===== config.mk =====
export PLATFORM = sky130hd
export DESIGN_NAME = locked_register_bank
export DESIGN_NICKNAME = d
export VERILOG_FILES = /design/src/rtl/locked_register_bank.sv
export SDC_FILE = /design/constraint.sdc
export NUM_CORES = 1
export LEC_CHECK = 0
export CORE_AREA = 2 2 121 123
export DETAILED_ROUTE_END_ITERATION = 8
export DIE_AREA = 0 0 123 125
export HOLD_SLACK_MARGIN = 0.02
export PLACE_DENSITY = 0.56
export SYNTH_ARGS = -nofsm -noshare
export SYNTH_HDL_FRONTEND = slang
export SYNTH_SLANG_ARGS = --single-unit

===== constraint.sdc =====
create_clock -name Clk -period 1.9 [get_ports Clk]
set_input_delay 0.285 -clock Clk [delete_from_list [all_inputs] [get_ports Clk]]
set_output_delay 0.285 -clock Clk [all_outputs]
set_load 0.005 [all_outputs]

===== src/rtl/locked_register_bank.sv =====
// Bank of NUM_REGS lockable configuration registers with sticky per-register locks,
// blocked-write reporting (pulse, address, saturating count) and out-of-range detection.
module locked_register_bank #(
    parameter int unsigned        DATA_W    = 16,
    parameter int unsigned        NUM_REGS  = 4,
    parameter int unsigned        ADDR_W    = 2,
    parameter logic [DATA_W-1:0]  RESET_VAL = '0,
    parameter int unsigned        VCNT_W    = 8
) (
    input  logic                         Clk,
    input  logic                         resetn,
    input  logic [ADDR_W-1:0]            addr,
    input  logic                         write,
    input  logic [DATA_W-1:0]            Data_in,
    input  logic                         Lock,
    input  logic                         lock_all,
    input  logic                         unlock,
    input  logic                         trusted,
    input  logic                         rd_en,
    output logic [DATA_W-1:0]            Data_out,
    output logic                         rd_valid,
    output logic [NUM_REGS*DATA_W-1:0]   regs_flat,
    output logic [NUM_REGS-1:0]          lock_status,
    output logic                         viol,
    output logic [ADDR_W-1:0]            viol_addr,
    output logic [VCNT_W-1:0]            viol_cnt,
    output logic                         addr_err
);

    typedef enum logic {
        UNLOCKED = 1'b0,
        LOCKED   = 1'b1
    } lock_state_t;

    lock_state_t       lock_state [NUM_REGS];
    logic [DATA_W-1:0] regs       [NUM_REGS];

    logic                in_range;
    logic [NUM_REGS-1:0] sel;
    logic [DATA_W-1:0]   rd_data;
    logic                sel_locked;
    logic                wr_ok;
    logic                wr_blocked;
    logic                any_access;

    // Address decode; the write is judged against the pre-edge lock bit
    always_comb begin
        in_range   = (32'(addr) < NUM_REGS);
        sel        = '0;
        rd_data    = '0;
        sel_locked = 1'b0;
        for (int unsigned i = 0; i < NUM_REGS; i++) begin
            if (in_range && (32'(addr) == i)) begin
                sel[i]     = 1'b1;
                rd_data    = regs[i];
                sel_locked = (lock_state[i] == LOCKED);
            end
        end
        wr_ok      = write && in_range && (!sel_locked || trusted);
        wr_blocked = write && in_range && sel_locked && !trusted;
        any_access = write || rd_en || Lock || unlock;
    end

    // Register data and per-register lock FSMs; lock/lock_all outrank unlock
    always_ff @(posedge Clk or negedge resetn) begin
        if (!resetn) begin
            for (int unsigned i = 0; i < NUM_REGS; i++) begin
                regs[i]       <= RESET_VAL;
                lock_state[i] <= UNLOCKED;
            end
        end else begin
            for (int unsigned i = 0; i < NUM_REGS; i++) begin
                if (wr_ok && sel[i]) begin
                    regs[i] <= Data_in;
                end
                case (lock_state[i])
                    UNLOCKED: begin
                        if (lock_all || (Lock && sel[i])) begin
                            lock_state[i] <= LOCKED;
                        end
                    end
                    LOCKED: begin
                        if (!lock_all && !(Lock && sel[i]) && unlock && trusted && sel[i]) begin
                            lock_state[i] <= UNLOCKED;
                        end
                    end
                    default: lock_state[i] <= UNLOCKED;
                endcase
            end
        end
    end

    // Read data, violation reporting and address-error pulse
    always_ff @(posedge Clk or negedge resetn) begin
        if (!resetn) begin
            Data_out  <= '0;
            rd_valid  <= 1'b0;
            viol      <= 1'b0;
            viol_addr <= '0;
            viol_cnt  <= '0;
            addr_err  <= 1'b0;
        end else begin
            rd_valid <= rd_en;
            if (rd_en) begin
                Data_out <= rd_data;
            end
            viol <= wr_blocked;
            if (wr_blocked) begin
                viol_addr <= addr;
                if (viol_cnt != {VCNT_W{1'b1}}) begin
                    viol_cnt <= viol_cnt + VCNT_W'(1);
                end
            end
            addr_err <= any_access && !in_range;
        end
    end

    always_comb begin
        regs_flat   = '0;
        lock_status = '0;
        for (int unsigned i = 0; i < NUM_REGS; i++) begin
            regs_flat[i*DATA_W +: DATA_W] = regs[i];
            lock_status[i]                = (lock_state[i] == LOCKED);
        end
    end

endmodule

==> results.json <==
{
  "synth_edf_count": 0,
  "ys_types": 37,
  "cts-root-buf": "clkbuf_16",
  "crit_path_end_kind": "flop",
  "globalRouteMet1Util": 0.1840,
  "multi_input_area_um2": 1648,
  "synthesis.area_um2": 4135,
  "synthTopCellsByArea": "dfrtp_1, mux2_2, mux4_2",
  "layout-drive-gt1-share": 0.3459,
  "cts_resized": 0,
  "wl_per_cell_um": 17.31,
  "cts_tree": "done",
  "hold_viol": 0,
  "p_per_area_nw_per_um2": 1105,
  "ant_nets": 0,
  "ir_drop_uv": 504.2,
  "fp.dieArea_um2": 15380,
  "drc": 0,
  "worst_path_largest_cell_delay_ns": 0.50,
  "setup_violations": 0,
  "cts_setup_buffers": 0,
  "crit_family": "buffers and inverters",
  "cp_num_buf_inv": 2,
  "num_io_pins": 123,
  "grt_busiest_layer": "met2",
  "gp_congestion": 0.7284,
  "final_cell_mix": "clkdlybuf4s50_1, dfrtp_1, mux2_2, mux4_2, buf_4",
  "rsz0062_at_grt": "no",
  "outcome": "finished clean",
  "start_util": 0.2911,
  "drt_iter0_markers": 105,
  "overflow": 0,
  "grt_max_degree": 47,
  "nets": 423,
  "slew_viol_final": 0,
  "min_period_ns": 1.689,
  "hold_path.class": "in -> async",
  "hpwl_um": 7094,
  "synth.top_cell.area_share": 0.5809,
  "yosysSeqAreaShare": 0.5809,
  "avgSynthCellArea_um2": 16.15,
  "p_leak_nw": 2.489,
  "min_period_over_period": 0.8889,
  "ys_seq_elements": 96,
  "yosysWarnings": 0,
  "fin_setup_tns_ns": 0,
  "fillCellCount": 1297,
  "die_w_um": 123,
  "mostFrequentLayoutCell": "clkdlybuf4s50_1",
  "max_cap_viol_count": 0,
  "grt_pass1_vias": 2924,
  "met2_usage": 0.2216,
  "grt_pass1_wl_um": 16370,
  "worstPathCellList": "clkdlybuf4s50_1, or3b_4, o22ai_4, buf_12, nand2_4, mux2_4",
  "synth_ff_type": "dfrtp_1",
  "design_area_um2": 6032,
  "postSynthCellCount": 256,
  "critical_path_class": "in -> reg",
  "arrival_ns": 1.91,
  "numCtsBuffers": 9,
  "h-tree-depth": 3,
  "via_count": 2727,
  "register_area_um2": 2402,
  "vias_per_cell": 4.678,
  "routed_wl_um": 10090,
  "clock_latency_ns": 0.33,
  "async_flop_share": 1.000,
  "drt_pass1_iterations": 4,
  "finClkSkew_ns": 0.003840,
  "crit_path_start_kind": "input pin",
  "cp_max_fo": 10,
  "required_ns": 2.12,
  "synth_nets": 283,
  "die_h_um": 125,
  "cts.sink_count": 96,
  "path_clk_slew_ns": 0.06,
  "antenna_cells": 0,
  "fp-row-count": 44,
  "core_um2": 14200,
  "clock.fmax_mhz": 592.1,
  "cp_slowest_cell": "clkdlybuf4s50_1",
  "use_met3": 0.04973,
  "yosys.area.top_type": "dfrtp_1",
  "antenna_found_initial": 0,
  "track_usage": 0.1400,
  "holdBufCountCts": 1,
  "area.growth.synth_to_final_pct": 45.87,
  "clock_path_buffers": 2,
  "place_area_um2": 5746,
  "port_buffers": 121
}
==> synth_stat cells (2+ instances only) <==
cell and number:
buf_4 3, o21ai_0 2, and3_1 3, nand2b_1 3
xnor2_1 5, mux4_2 16, nand4_1 3, nand3_1 7
dfrtp_1 96, mux2i_1 2, a221o_1 3, buf_2 8
mux2_2 81
==> metal layers <==
layer / up-vias / wire length [um]
li1: 1233 / -
met1: 1414 / 4429
met2: 72 / 4920
met3: 8 / 638
met4: 0 / 104
met5: - / 0
==> flip-flops by register name, indices dropped and copies added, names as in the netlist <==
register and count:
viol_cnt 8, Data_out 16, rd_valid 1, regs_flat 64, viol_addr 2, viol 1, lock_status 4
==> logic make-up after synthesis <==
family                   after synthesis  share of synthesized area
AO/OA/AOI/OAI                         11                    0.02542
XOR/XNOR                               6                    0.01271
multiplexers                         100                     0.3162
adder cells (fa/ha/maj)                1                   0.003025
buffers and inverters                 15                    0.02057
other                                  1                  0.0009068
AND/OR/NAND/NOR                       26                    0.04024
flip-flops                            96                     0.5809
==> through the flow <==
| stage | instances | power [W] | setup slack [ns] | util | hold WS [ns] |
|---|---|---|---|---|---|
| after floorplan | 256 | 0.003643 | 0.2670 | - | -0.01059 |
| after global placement | 568 | 0.004971 | -0.1063 | 0.4045 | 0.2548 |
| after detailed placement | 568 | 0.005009 | -0.1339 | 0.4045 | 0.2593 |
| after CTS | 583 | 0.006786 | 0.2243 | 0.4247 | 0.4583 |
| after global routing | 583 | 0.007086 | 0.1199 | 0.4247 | 0.4911 |
| final | 583 | 0.006664 | 0.2112 | 0.4247 | 0.4432 |
==> path summary, 6_finish.rpt <==
path                                  start              to  slack (ns)  cells past startpoint
worst max-delay path                addr[1]     viol_cnt[1]        0.21                      6
worst min-delay path                 resetn    Data_out[15]        0.44                      2
worst max register to register  viol_cnt[0]     viol_cnt[1]        0.30                      5
worst min register to register  viol_cnt[6]     viol_cnt[6]        0.50                      1
max in group asynchronous            resetn     viol_cnt[7]        0.84                      3
min in group Clk                    addr[0]  lock_status[3]        0.48                      3
==> power breakdown <==
group          internal, W  total, W  switching (W)  leakage [nW]
clock              0.00100   0.00172       0.000721         0.134
combinational      0.00144   0.00201       0.000571          1.21
sequential         0.00255   0.00293       0.000383          1.14
total              0.00499   0.00666        0.00167          2.49
==> final cells by class <==
class | count | share of cell area
sequential | 96 | 0.3983
timing repair buffer | 143 | 0.2439
inverter | 1 | 0.0006223
clock buffer | 10 | 0.03796
clock inverter | 4 | 0.007882
tap | 184 | 0.03817
multi-input combinational | 145 | 0.2732
Power figures use the tool's default switching activity.
